==> config.mk <==
export PLATFORM = sky130hd
export DESIGN_NAME = column_dropper_flat
export DESIGN_NICKNAME = d
export VERILOG_FILES = /design/src/rtl/column_dropper_if.sv /design/src/rtl/column_dropper.sv /design/src/flat_wrapper.sv
export SDC_FILE = /design/constraint.sdc
export NUM_CORES = 1
export LEC_CHECK = 0
export ABC_CLOCK_PERIOD_IN_PS = 4500
export CORE_MARGIN = 1
export CORE_UTILIZATION = 45
export DETAILED_ROUTE_END_ITERATION = 8
export PLACE_DENSITY = 0.84
export SLEW_MARGIN = 20
export SYNTH_ARGS = -nofsm -noshare
export SYNTH_HDL_FRONTEND = slang
export SYNTH_SLANG_ARGS = --single-unit
==> constraint.sdc <==
create_clock -name clk -period 4.5 [get_ports clk]
set_input_delay 0.675 -clock clk [delete_from_list [all_inputs] [get_ports clk]]
set_output_delay 0.675 -clock clk [all_outputs]
set_load 0.01 [all_outputs]
==> src/rtl/column_dropper_if.sv <==
// Bundle between the key/switch front end, the column dropper and the top row
// of board cells.
interface column_dropper_if #(
    parameter int COLS = 16
) ();
    logic                    drop;
    logic [$clog2(COLS)-1:0] col_sel;
    logic                    lock;
    logic [COLS-1:0]         topG;
    logic [COLS-1:0]         topR;
    logic [COLS-1:0]         aboveG;
    logic [COLS-1:0]         aboveR;
    logic                    player;
    logic                    busy;
    logic                    reject;

    // Key side plus board top row: drives requests and cell state, watches pulses.
    modport master (
        output drop, col_sel, lock, topG, topR,
        input  aboveG, aboveR, player, busy, reject
    );

    // The dropper itself.
    modport slave (
        input  drop, col_sel, lock, topG, topR,
        output aboveG, aboveR, player, busy, reject
    );
endinterface

==> src/rtl/column_dropper.sv <==
// Token launcher for the Connect Four board: injects one Red/Green pulse into
// the selected column's top cell, waits for the token to land, then passes the turn.
//
// state    | meaning
// ---------+-------------------------------------------------------------
// stIdle   | waiting for a drop edge; accepts or rejects it
// stInject | one-hot above pulse is on the wire for this single cycle
// stSettle | token falling; cnt runs 0..SETTLE-1, then turn changes
module column_dropper #(
    parameter int COLS   = 16,
    parameter int ROWS   = 16,
    parameter int SETTLE = ROWS + 1
) (
    input  logic             clk,
    input  logic             RST,
    column_dropper_if.slave  bus
);
    localparam int CNTW = $clog2(SETTLE + 1);

    typedef enum logic [1:0] {
        stIdle   = 2'd0,
        stInject = 2'd1,
        stSettle = 2'd2
    } state_t;

    state_t            state, stateNext;
    logic [COLS-1:0]   aboveGQ, aboveGNext;
    logic [COLS-1:0]   aboveRQ, aboveRNext;
    logic              playerQ, playerNext;
    logic              rejectQ, rejectNext;
    logic              busyQ;
    logic [CNTW-1:0]   cnt, cntNext;
    logic              dropQ;

    logic              req;
    logic              colValid;
    logic              topOccupied;

    assign req      = bus.drop & ~dropQ;
    assign colValid = (int'(bus.col_sel) < COLS);
    // An out-of-range column is treated like a full one so it is never indexed.
    assign topOccupied = colValid ? (bus.topG[bus.col_sel] | bus.topR[bus.col_sel]) : 1'b1;

    always_ff @(posedge clk or negedge RST) begin
        if (!RST) begin
            state   <= stIdle;
            aboveGQ <= '0;
            aboveRQ <= '0;
            playerQ <= 1'b0;
            rejectQ <= 1'b0;
            busyQ   <= 1'b0;
            cnt     <= '0;
            dropQ   <= 1'b1;
        end else begin
            state   <= stateNext;
            aboveGQ <= aboveGNext;
            aboveRQ <= aboveRNext;
            playerQ <= playerNext;
            rejectQ <= rejectNext;
            busyQ   <= (stateNext != stIdle);
            cnt     <= cntNext;
            dropQ   <= bus.drop;
        end
    end

    always_comb begin
        stateNext  = state;
        aboveGNext = '0;
        aboveRNext = '0;
        playerNext = playerQ;
        rejectNext = 1'b0;
        cntNext    = cnt;
        case (state)
            stIdle: begin
                if (req) begin
                    if (!bus.lock && colValid && !topOccupied) begin
                        stateNext = stInject;
                        if (playerQ) aboveGNext[bus.col_sel] = 1'b1;
                        else         aboveRNext[bus.col_sel] = 1'b1;
                    end else begin
                        rejectNext = 1'b1;
                    end
                end
            end
            stInject: begin
                stateNext = stSettle;
                cntNext   = '0;
            end
            stSettle: begin
                if (cnt == CNTW'(SETTLE - 1)) begin
                    stateNext  = stIdle;
                    playerNext = ~playerQ;
                end else begin
                    cntNext = cnt + 1'b1;
                end
            end
            default: begin
                stateNext = stIdle;
            end
        endcase
    end

    assign bus.aboveG = aboveGQ;
    assign bus.aboveR = aboveRQ;
    assign bus.player = playerQ;
    assign bus.busy   = busyQ;
    assign bus.reject = rejectQ;
endmodule

==> src/flat_wrapper.sv <==
// flat-port wrapper written by rule: the top's interface ports become plain ports
module column_dropper_flat 
#(
    parameter int COLS   = 16,
    parameter int ROWS   = 16,
    parameter int SETTLE = ROWS + 1
)
  (clk, RST, bus_drop, bus_col_sel, bus_lock, bus_topG, bus_topR, bus_aboveG, bus_aboveR, bus_player, bus_busy, bus_reject);
  column_dropper_if #(.COLS(COLS)) bus_i ();
  input  logic clk;
  input  logic RST;
  input wire logic [$bits(bus_i.drop)-1:0] bus_drop;
  input wire logic [$bits(bus_i.col_sel)-1:0] bus_col_sel;
  input wire logic [$bits(bus_i.lock)-1:0] bus_lock;
  input wire logic [$bits(bus_i.topG)-1:0] bus_topG;
  input wire logic [$bits(bus_i.topR)-1:0] bus_topR;
  output wire logic [$bits(bus_i.aboveG)-1:0] bus_aboveG;
  output wire logic [$bits(bus_i.aboveR)-1:0] bus_aboveR;
  output wire logic [$bits(bus_i.player)-1:0] bus_player;
  output wire logic [$bits(bus_i.busy)-1:0] bus_busy;
  output wire logic [$bits(bus_i.reject)-1:0] bus_reject;
  assign bus_i.drop = bus_drop;
  assign bus_i.col_sel = bus_col_sel;
  assign bus_i.lock = bus_lock;
  assign bus_i.topG = bus_topG;
  assign bus_i.topR = bus_topR;
  assign bus_aboveG = bus_i.aboveG;
  assign bus_aboveR = bus_i.aboveR;
  assign bus_player = bus_i.player;
  assign bus_busy = bus_i.busy;
  assign bus_reject = bus_i.reject;
  column_dropper #(.COLS(COLS), .ROWS(ROWS), .SETTLE(SETTLE)) u_core (.clk(clk), .RST(RST), .bus(bus_i));
endmodule
After elaboration in Yosys (flattened, before gate mapping)
Cells that the tools add are included.
- register bits after elaboration: 43
- input port bits: 40
- output and inout bits: 35
- logic and storage cells: 51
- add/sub/neg operators: 1
- $lt $le $gt $ge: 2
- equality and inequality tests: 4
- muxes and demuxes: 23
- bitwise gates (word level): 4
- reduce and logical (&&, ||, !) cells: 9
- operator list (operator ; count):
    two-way mux 16 bit ; 8
    one-hot mux 5 bit (2 select lines) ; 1
    binary-select mux 1 bit (select 4 bit) ; 2
    two-way mux 1 bit ; 6
    two-way mux 2 bit ; 3
    one-hot mux 2 bit (3 select lines) ; 1
    adder 5 x 1 -> 5 bit, second input constant ; 1
    equality test 5 bit, second input constant ; 1
    < comparator 4 x 5 -> 1 bit, second input constant ; 1
    two-way mux 5 bit ; 1
    demux 1 bit (select 4 bit) ; 1
    >= comparator 4 x 1 -> 1 bit, second input constant ; 1
    AND reduction 2 bit ; 2
    nonzero test 2 bit ; 2
    equality test 2 x 1 -> 1 bit, second input constant ; 1
    equality test 2 bit, second input constant ; 1
    logical AND 1 bit ; 2
    logical NOT 1 bit ; 2
    logical NOT 2 bit ; 1
    inequality test 2 bit, second input constant ; 1
    NOT 1 bit ; 2
    bitwise AND 1 bit ; 1
    OR 1 bit ; 1

Depth between registers and ports, before layout
Gate-level depths: netlist of the first run.
- depth after elaboration: 9
- gate-level depth with buffers: 7
- depth with buffers taken out: 7

Worst setup path after synthesis of the first run
No wires, ideal clock.
- path type: input to register
- start: in bus_col_sel[0]
- end: reg u_core.rejectQ, in the netlist u_core.bus.reject
- setup time: 116 ps
- arrival time: 1884 ps
- required time: 4384 ps
- setup slack: 2499 ps
- cell stages on the path: 6
- buffers on the path: 1
- cell sequence: buf_6 or4_1 o31a_1 a41oi_2 o211ai_2 nor2b_4
- cells in the longest elaborated chain, start to end: 8
- elaborated cells between the ends (all ways): 10
- those cells by class: mux: 7; bitwise: 1; reduce/logical: 2
- RTL lines (element ; RTL line ; source):
    start: declaration ; flat_wrapper.sv:13 ; input wire logic [$bits(bus_i.col_sel)-1:0] bus_col_sel;
    binary-select mux 1 bit (select 4 bit) ; column_dropper.sv:42 ; assign topOccupied = colValid ? (bus.topG[bus.col_sel] | bus.topR[bus.col_sel]) : 1'b1;
    two-way mux 1 bit (implied by the code) ; column_dropper.sv:42 ;
    OR 1 bit (*) ; column_dropper.sv:42 ;
    logical NOT 1 bit (*) ; column_dropper.sv:76 ; if (!bus.lock && colValid && !topOccupied) begin
    logical AND 1 bit (*) ; column_dropper.sv:76 ;
    two-way mux 1 bit (*) ; column_dropper.sv:76 ;
    two-way mux 1 bit (*) ; column_dropper.sv:75 ; if (req) begin
    two-way mux 1 bit (*) ; column_dropper.sv:73 ; case (state)
    via u_core.rejectNext ; column_dropper.sv:30 ; logic rejectQ, rejectNext;
    end signal: assignment ; column_dropper.sv:59 ; rejectQ <= rejectNext;
    end: declaration ; column_dropper.sv:30 ;
The timed path passes the listed nets; every way through them passes the cells marked *. The select of a mux whose other input is x is not followed.
A chain may end at the register's enable or synchronous reset.

Worst setup path in the final report of the first run
- start: in bus_col_sel[1]
- end: reg u_core.aboveRQ[10], in the netlist u_core.bus.aboveR[10]
- cells in the longest elaborated chain, start to end: 8
- elaborated cells between the ends (all ways): 16
- those cells by class: order compare: 2; mux: 10; bitwise: 1; reduce/logical: 3
- RTL lines (element ; RTL line ; source):
    < comparator 4 x 5 -> 1 bit (implied by the code), or another cell as far along ; column_dropper.sv:79 ; else aboveRNext[bus.col_sel] = 1'b1;
    logical AND 1 bit (implied by the code) or two-way mux 1 bit (tied branches) ; column_dropper.sv:79, column_dropper.sv:42 ;
    two-way mux 1 bit (implied by the code) or OR 1 bit (tied branches) ; column_dropper.sv:79, column_dropper.sv:42 ;
    demux 1 bit (select 4 bit) or logical NOT 1 bit (tied branches) ; n/a ;
    two-way mux 16 bit or logical AND 1 bit (tied branches) ; column_dropper.sv:78, column_dropper.sv:76 ;
    two-way mux 16 bit (*) ; column_dropper.sv:76 ;
    two-way mux 16 bit (*) ; column_dropper.sv:75 ;
    two-way mux 16 bit (*) ; column_dropper.sv:73 ;
    via u_core.aboveRNext[10] ; column_dropper.sv:28 ; logic [COLS-1:0] aboveRQ, aboveRNext;
    end signal: assignment ; column_dropper.sv:57 ; aboveRQ <= aboveRNext;
    end: declaration ; column_dropper.sv:28 ;
Marked as above.

==> results of run 1 <==
-- synth_stat cells, types with 2 or more instances --
cell	instances	area, sq um
a211o_1	2	17.5
buf_2	3	15.0
buf_6	2	22.5
clkbuf_1	2	7.51
dfrtp_1	42	1050
ha_1	2	25.0
inv_1	5	18.8
mux2i_1	3	30.0
nand2_1	6	22.5
nand3_1	6	30.0
nand4_1	2	12.5
nand4b_1	2	17.5
nor2_1	47	176
nor2b_1	3	18.8
nor4_1	2	12.5
o21ai_0	7	35.0
or2_2	2	12.5
-- flip-flops by register name (all words and copies together) (netlist names) --
signal	flops
u_core.bus.aboveG	16
u_core.bus.aboveR	16
u_core.bus.busy	1
u_core.bus.player	1
u_core.bus.reject	1
u_core.cnt	5
u_core.dropQ	1
u_core.state	2
-- cell type report --
cell class / instances / area (sq um)
Multi-Input combinational cell: 110 / 657
Sequential cell: 43 / 1080
Tap cell: 48 / 60.1
Fill cell: 299 / 1100
Clock buffer: 5 / 68.8
Timing Repair Buffer: 74 / 736
Inverter: 5 / 18.8
Clock inverter: 3 / 25.0
-- cells by family after synthesis --
kind of cell               after synthesis  synth area share
and+or+nand+nor                         82             0.229
DFF                                     43             0.599
AOI/OAI and AO/OA                       20            0.0835
buffers and inverters                   12            0.0355
muxes                                    4            0.0292
xor gates and xnor gates                 2           0.00974
adders and majority gates                2            0.0139
-- final timing paths --
path	endpoint	cells after the start	slack, ns
max	u_core.bus.aboveR[10]	6	1.98
min	u_core.cnt[0]	1	0.50
max reg2reg	u_core.cnt[2]	7	2.61
min reg2reg	u_core.cnt[3]	1	0.54
max in group asynchronous	u_core.bus.aboveG[8]	1	3.44
min in group clk	u_core.cnt[3]	1	0.54
-- per-layer routing --
layer	vias to the layer above	share of wire	GRT usage
met4	0	0.017	0.0870
li1	703	-	-
met3	7	0.077	0.0538
met5	-	0	0
met2	77	0.51	0.352
met1	705	0.40	0.258
-- through the flow --
step	hold WS, ns	power (mW)	instance area (sq um)	setup slack [ns]
after CTS	0.522	0.869	2640	2.02
after detailed placement	0.513	0.628	2550	1.71
after floorplan	0.379	0.544	1800	2.50
after global routing	0.570	0.914	2640	1.85
final	0.497	0.865	2640	1.98
after global placement	0.486	0.622	2550	1.76
-- power by group through the flow --
stage / combinational [mW] / sequential (mW) / clock [mW]
2_1_floorplan: 0.0979 / 0.446 / 0
3_3_place_gp: 0.175 / 0.447 / 0
3_5_place_dp: 0.180 / 0.448 / 0
4_1_cts: 0.180 / 0.440 / 0.249
5_1_grt: 0.202 / 0.445 / 0.267
6_report: 0.179 / 0.441 / 0.244
==> key figures, run 1 <==
Cells and area
  • Nets@finish: 281
  • Final Non-Filler Cells: between 200 and 300
  • Commonest non-fill, non-tap cell in the layout: clkdlybuf4s50_1
  • Most frequent cells in the layout: clkdlybuf4s50_1, nor2_1, dfrtp_1
  • Fraction of layout instances using a drive strength above 1: 0.0875
  • Fin util: 0.706
  • Ant diodes: 0
  • Syn-to-layout area delta: 47.0%

Logic synthesis
  • Post-synth EDFFs: 0
  • Synthesized flop and latch total: 43
  • Prevailing post-synth register cell: dfrtp_1
  • Synthesized area per cell: about 11 sq um
  • Post-synthesis sequential area ratio: 0.599
  • Post-synthesis cell count: 165
  • Synth warn: 0
  • Async S/R FF share, synth: 1.00
  • Syn Nets: 207
  • Synth unique cells: 44
  • Post-Syn Area: 1800 sq um

Die
  • Site Rows: 22
  • Top Ports: 75
  • Die extent in x: 65.2 um
  • Die area: around 4300 sq um
  • Initial Util: 0.480
  • Core Region: 3740 sq um
  • Die Ht: 65.2 um

Clock tree
  • CTS clk-pin slew, worst paths: about 0.08 ns
  • Post-CTS Hold Buffers: 0
  • CTS Buf Count: 5
  • CTS root buf: clkbuf_8
  • Postcts setup bufs: 0
  • # H-tree levels: 2
  • Clock Sinks: 43
  • TritonCTS clock tree: done
  • Post-cts sizing count: 0
  • Clock Tree Buf Depth: 2
  • Latest clock arrival within the worst-skew pair: 0.30 ns

Min path
  • Worst min path class: in2async

Critical path
  • Crit-path cells: clkdlybuf4s50_1 -> nand2b_1 -> nor2_1 -> nor4_1 -> nand4b_1 -> nor2_1
  • CP most frequent cell: nor2_1
  • Req. time, crit path: 4.72 ns
  • CP Buf/Inv Count: 1
  • Critical path's slowest cell: clkdlybuf4s50_1
  • Crit path from: bus_col_sel[1]
  • WS Path Type: in2reg
  • Setup crit start kind: input pin
  • Reg2reg start: u_core.cnt[0]
  • Crit end category: flip-flop
  • Slowest cell delay on critical path: around 0.7 ns
  • Arr. time, crit path: 2.74 ns
  • CP max FO: 11
  • Top delay family on crit path: simple AND/OR/NAND/NOR gates

Power
  • VDD IR-drop max: approximately 0.00012 V
  • LEAKAGE: between 1 and 1.5 nW
  • Clock share of power: 0.283
  • Net switching power: 0.250 mW
  • Net Sw Frac: 0.289
  • Pwr/cell area: roughly 330 nW/um^2
  • Gate power share: 0.207
  • Pint: around 0.6 mW
  • Reg power frac: 0.510

Run status
  • Status: finished clean

Drt
  • Pre-antenna DRT Iters: 6
  • Vias: roughly 1500
  • Total Wirelength: 3890 um
  • # DRC: 0
  • Vias per inst: 5.18
  • DR WL/cell: ~14 um
  • Initial DRC Count: 62
  • DRT antenna net count: 0

Global routing
  • Vias in the first global route: approximately 1500
  • First-pass GRT wire length: around 6700 um
  • Largest net degree at the start of global routing: 44
  • GRT Overall Usage: 0.211
  • Total gr overflow: 0
  • Initial antenna violation count: 0

Placed design
  • GP Congestion: 0.783
  • Detailed placement HPWL: 3020 um
  • Placed Cells: 280
  • PortBufs: 74

Timing
  • Final worst path period need: 2.52 ns
  • Fmax: 397 MHz
  • Worst-margin pin slew: 0.895 ns
  • Setup violators final: 0
  • RSZ-0062 raised after global routing: no
  • Slew HR: 0.403
  • Clock Skew: 0.00465 ns
  • Slew Limit Fails: 0
  • Setup TNS: 0 ns
  • Fin crit share: 0.560
  • Final hold violation count: 0

Run
  • MaxCap Viol Count: 0
(Power assumes the default switching activity.)
==> run 2: changes to the inputs <==
Settings changed: ABC_CLOCK_PERIOD_IN_PS 4500 to 2300, CORE_UTILIZATION 45 to 38, PLACE_DENSITY 0.84 to 0.75.
Clock period 4.5 ns to 2.3 ns, I/O delays scaled along.
==> run 2 against run 1 <==
Compared with the run above: the flow now finishes with violations (DRC); largest cell class unchanged; die area rose by 18%; sequential share of layout area fell by 1.1 points; cell area rose by 2.7%.
==> key figures, run 2 (same netlist as run 1, synthesis figures left out) <==
Timing
  • Final worst path period need: 1.95 ns
  • Final hold violation count: 0
  • Slew Limit Fails: 0
  • Worst-margin pin slew: roughly 0.9 ns
  • Fmax: 513 MHz
  • Slew HR: 0.401
  • Setup violators final: 0
  • Fin crit share: 0.847
  • Clock Skew: ~0.0055 ns
  • Setup TNS: 0 ns
  • RSZ-0062 raised after global routing: no

Drt
  • DRT antenna net count: 0
  • Pre-antenna DRT Iters: 8
  • Initial DRC Count: 72
  • Vias per inst: about 4.9
  • # DRC: 2
  • Vias: 1488
  • Total Wirelength: roughly 4100 um
  • DR WL/cell: about 14 um

Die
  • Site Rows: 24
  • Die Ht: between 70 and 80 um
  • Initial Util: 0.405
  • Die area: approximately 5000 sq um
  • Top Ports: 75
  • Die extent in x: 70.8 um
  • Core Region: 4440 sq um

Power
  • Reg power frac: 0.515
  • Net Sw Frac: 0.279
  • Pint: 1.21 mW
  • VDD IR-drop max: 0.000261 V
  • Pwr/cell area: 616 nW/um^2
  • Gate power share: 0.217
  • Net switching power: between 0.4 and 0.5 mW
  • LEAKAGE: 1.20 nW
  • Clock share of power: 0.267

Clock tree
  • Clock Tree Buf Depth: 2
  • Latest clock arrival within the worst-skew pair: 0.28 ns
  • Clock Sinks: between 40 and 50
  • Post-cts sizing count: 0
  • CTS Buf Count: 5
  • Postcts setup bufs: 0
  • CTS root buf: clkbuf_8
  • TritonCTS clock tree: done
  • CTS clk-pin slew, worst paths: about 0.070 ns
  • Post-CTS Hold Buffers: 0
  • # H-tree levels: 2

Run status
  • Status: complete, but fails checks
  • Violated checks: DRC

Cells and area
  • Final Cell Area: 2710 sq um
  • Final Non-Filler Cells: ~300
  • Commonest non-fill, non-tap cell in the layout: clkdlybuf4s50_1
  • Most frequent cells in the layout: clkdlybuf4s50_1, nor2_1, dfrtp_1
  • Nets@finish: 291
  • Ant diodes: 0
  • Fraction of layout instances using a drive strength above 1: 0.124
  • Syn-to-layout area delta: 50.9%
  • Fin util: 0.610

Critical path
  • Slowest cell delay on critical path: 0.59 ns
  • Reg2reg end: u_core.cnt[3]
  • Crit-path cells: clkdlybuf4s50_1 -> buf_4 -> mux2i_1 -> a31oi_1 -> a211oi_1 -> nand3_1 -> nor2_1
  • Crit end category: flip-flop
  • CP Buf/Inv Count: 2
  • Reg2reg start: u_core.cnt[0]
  • WS Path Type: in2reg
  • Req. time, crit path: 2.51 ns
  • CP max FO: 7
  • Arr. time, crit path: around 2.2 ns
  • Top delay family on crit path: buffers and inverters
  • Worst R2R Setup Slack: 0.39 ns
  • Critical path's slowest cell: clkdlybuf4s50_1
  • Worst reg2reg path depth: 7
  • Setup crit start kind: input pin

Min path
  • Worst min path class: in2async

Placed design
  • GP Congestion: 0.853
  • DP Area: 2630 sq um
  • Placed Cells: 294
  • Detailed placement HPWL: 3200 um
  • PortBufs: 74

Global routing
  • Vias in the first global route: roughly 1500
  • Total gr overflow: 0
  • Initial antenna violation count: 0
  • First-pass GRT wire length: 6700 um
  • Largest net degree at the start of global routing: 44
  • GRT Overall Usage: 0.174

Run
  • MaxCap Viol Count: 0
## run 2: changes by cell type in the layout (fill, tap and decap cells not counted)
cell	change
clkinvlp_4	-1
clkinv_2	+3
buf_4	+10
clkinv_4	-2
## run 2: worst max path at each step
stage	start	endpoint	slack, ns	depth (start not counted)
floorplan	bus_col_sel[0]	u_core.bus.reject	0.63	6
global placement	bus_col_sel[0]	u_core.bus.aboveG[2]	0.10	5
detailed placement	bus_col_sel[0]	u_core.bus.aboveG[2]	0.06	5
CTS	bus_col_sel[1]	u_core.bus.aboveG[2]	0.36	7
global route	bus_col_sel[1]	u_core.bus.aboveG[2]	0.19	7
finish	bus_col_sel[1]	u_core.bus.aboveG[2]	0.35	7
## run 2: metal layers
metal / vias up / share of wire / GRT usage
met2: 63 / 0.50 / 0.292
met1: 696 / 0.44 / 0.222
met4: 0 / 0.011 / 0.0667
met3: 6 / 0.050 / 0.0385
li1: 723 / - / -
met5: - / 0 / 0
## run 2: final cells by class
cell class | instances | area [sq um]
Clock buffer | 5 | 68.8
Clock inverter | 3 | 15.0
Fill cell | 378 | 1730
Inverter | 5 | 18.8
Multi-Input combinational cell | 110 | 657
Sequential cell | 43 | 1080
Tap cell | 52 | 65.1
Timing Repair Buffer | 84 | 811
## run 2: power groups by stage
stage                     registers (mW)  logic, mW  clock network [mW]
after CTS                          0.861      0.369               0.457
after detailed placement           0.876      0.368                   0
after global placement             0.874      0.356                   0
after floorplan                    0.873      0.192                   0
final                              0.861      0.363               0.447
after global routing               0.868      0.410               0.488
## run 2: stage by stage
stage | worst slack [ns] | hold WS [ns] | power [mW]
6_report | 0.352 | 0.186 | 1.67
4_1_cts | 0.359 | 0.225 | 1.69
3_3_place_gp | 0.100 | 0.496 | 1.23
3_5_place_dp | 0.0583 | 0.523 | 1.24
5_1_grt | 0.189 | 0.266 | 1.77
2_1_floorplan | 0.629 | 0.0494 | 1.06
==> run 3: changes to the inputs <==
Settings changed: ABC_CLOCK_PERIOD_IN_PS 2300 to 1690.
Clock period 2.3 ns to 1.69 ns, I/O delays scaled along.
==> run 3 against run 2 <==
Compared with the run above: the flow now finishes without violations; sequential power is 35% higher; clock power is 82% higher; cell area is 9.0% higher; clock skew is 0.0030 ns lower; utilization is 5.5 points higher; count of clock-buffer cells in the layout is 1 higher; die area stayed put; non-clock buffer count is 18 higher; cell count is 6.0% higher; via count is 6.3% higher; sequential cell count stayed put; critical path type unchanged; critical endpoint is now u_core.bus.aboveG[9]; largest cell class unchanged.
==> key figures, run 3 (same netlist as run 1, synthesis figures left out) <==
Clock tree
  • Latest clock arrival within the worst-skew pair: 0.29 ns
  • CTS clk-pin slew, worst paths: 0.08 ns
  • CTS root buf: clkbuf_8
  • # H-tree levels: 2
  • CTS Buf Count: 5
  • Clock Sinks: 43
  • Clock Tree Buf Depth: 2
  • TritonCTS clock tree: done

Critical path
  • Reg2reg end: u_core.bus.aboveG[9]
  • Worst reg2reg path depth: 4
  • WS Path Type: in2reg
  • Worst R2R Setup Slack: 0.02 ns
  • Arr. time, crit path: between 1.5 and 2 ns
  • CP max FO: 4
  • Req. time, crit path: 1.90 ns
  • Setup crit start kind: input pin
  • Reg2reg start: u_core.state[1]
  • Crit end category: flip-flop

Timing
  • Hold Slack: 0.452 ns
  • Fmax: 594 MHz
  • Final worst path period need: 1.68 ns
  • Slew Limit Fails: 0
  • Clock Skew: between 0.002 and 0.0025 ns
  • Worst-margin pin slew: about 0.48 ns
  • RSZ-0062 raised after global routing: yes
  • Final hold violation count: 0
  • Slew HR: 0.681
  • Setup TNS: 0 ns
  • Fin crit share: 0.997
  • Setup violators final: 0

Cells and area
  • Fill cells: approximately 350
  • Area of the multi-input gates: 727 sq um
  • Fraction of layout instances using a drive strength above 1: 0.209
  • Commonest non-fill, non-tap cell in the layout: clkdlybuf4s50_1
  • Register Area: 1080 sq um
  • Syn-to-layout area delta: 64.4%
  • Nets@finish: 309
  • Most frequent cells in the layout: clkdlybuf4s50_1, nor2_1, dfrtp_1
  • Ant diodes: 0

Run
  • MaxCap Viol Count: 0

Drt
  • DR WL/cell: 13.4 um
  • Pre-antenna DRT Iters: 8
  • DRT antenna net count: 0
  • Vias: 1582
  • # DRC: 0
  • Total Wirelength: between 4000 and 5000 um
  • Initial DRC Count: 129
  • Vias per inst: between 4 and 5

Die
  • Initial Util: 0.405
  • Site Rows: 24
  • Die extent in x: 70.8 um
  • Die Ht: 70.8 um
  • Die area: between 5000 and 6000 sq um
  • Top Ports: between 70 and 80
  • Core Region: 4440 sq um

Run status
  • Status: finished clean

Power
  • LEAKAGE: 1.34 nW
  • VDD IR-drop max: 0.000410 V
  • Total power: 2.68 mW
  • Pwr/cell area: 907 nW/um^2

Min path
  • Worst min path class: in2async

Placed design
  • GP Congestion: 0.815
  • Detailed placement HPWL: 3250 um
  • PortBufs: 74

Global routing
  • Initial antenna violation count: 0
  • First-pass GRT wire length: 6710 um
  • Vias in the first global route: 1450
  • Total gr overflow: 0
  • GRT Overall Usage: 0.174
  • Largest net degree at the start of global routing: 24
run 3: changes by cell type in the layout (fill, tap and decap cells not counted), moves of 2 or more:
cell             previous run  this run
clkdlybuf4s50_1            73        69
clkinv_2                    3         1
buf_4                      10        27
nor3_4                      0         2
nand3_2                     0         4
nand3_1                     6         2
dlygate4sd2_1               0         2
dlymetal6s2s_1              0         2
run 3: worst max path at each step:
stage                          startpoint                   end  slack, ns
after global placement     bus_col_sel[1]  u_core.bus.aboveG[8]      -0.42
after detailed placement   bus_col_sel[0]  u_core.bus.aboveG[0]      -0.46
final                            bus_drop  u_core.bus.aboveG[9]      0.006
after global routing      u_core.state[1]  u_core.bus.aboveG[9]      -0.08
after CTS                        bus_drop  u_core.bus.aboveG[9]     0.0006
after floorplan             u_core.cnt[0]         u_core.cnt[3]       0.09
run 3: metal layers:
| layer | up-vias | share of wire | global-route usage |
|---|---|---|---|
| met4 | 0 | 0.010 | 0.0600 |
| met1 | 738 | 0.43 | 0.233 |
| met3 | 5 | 0.062 | 0.0299 |
| met5 | - | 0 | 0 |
| li1 | 759 | - | - |
| met2 | 80 | 0.50 | 0.288 |
run 3: final cells by class:
| class | instances | share of cell area |
|---|---|---|
| multi-input cells | 110 | 0.246 |
| inverters | 5 | 0.00635 |
| flip-flops and latches | 43 | 0.364 |
| repair buffers | 102 | 0.322 |
| clock inverters | 2 | 0.0118 |
| clock buffers | 6 | 0.0279 |
| well taps | 52 | 0.0220 |
run 3: report_power, final:
group | total (mW) | switching [mW] | internal (mW)
registers | 1.16 | 0.0573 | 1.11
clock network | 0.812 | 0.334 | 0.478
logic | 0.706 | 0.320 | 0.386
total | 2.68 | 0.711 | 1.97
run 3: per-stage QoR:
stage               setup slack (ns)  std cells  utilization  area [sq um]
CTS                         0.000621        317        0.646          2870
floorplan                     0.0874        165            -          1800
global placement              -0.420        308        0.615          2730
finish                       0.00575        320        0.665          2960
global route                 -0.0756        320        0.665          2960
detailed placement            -0.464        308        0.615          2730
run 3: repair_timing:
action / 4_1_cts / 5_1_grt
pin swaps: 4 / 7
gates resized for setup: 5 / 12
endpoints found under the setup margin: 35 / 38
hold buffers: 1 / 0
hold endpoints to repair: 21 / 0
buffers inserted: 0 / 3
run 3: worst max-delay path, stage by stage:
cell             delay [ns]
clkdlybuf4s50_1        0.48
or4b_4                 0.51
nor3b_4                0.23
nand4b_1               0.25
nor2_1                 0.17
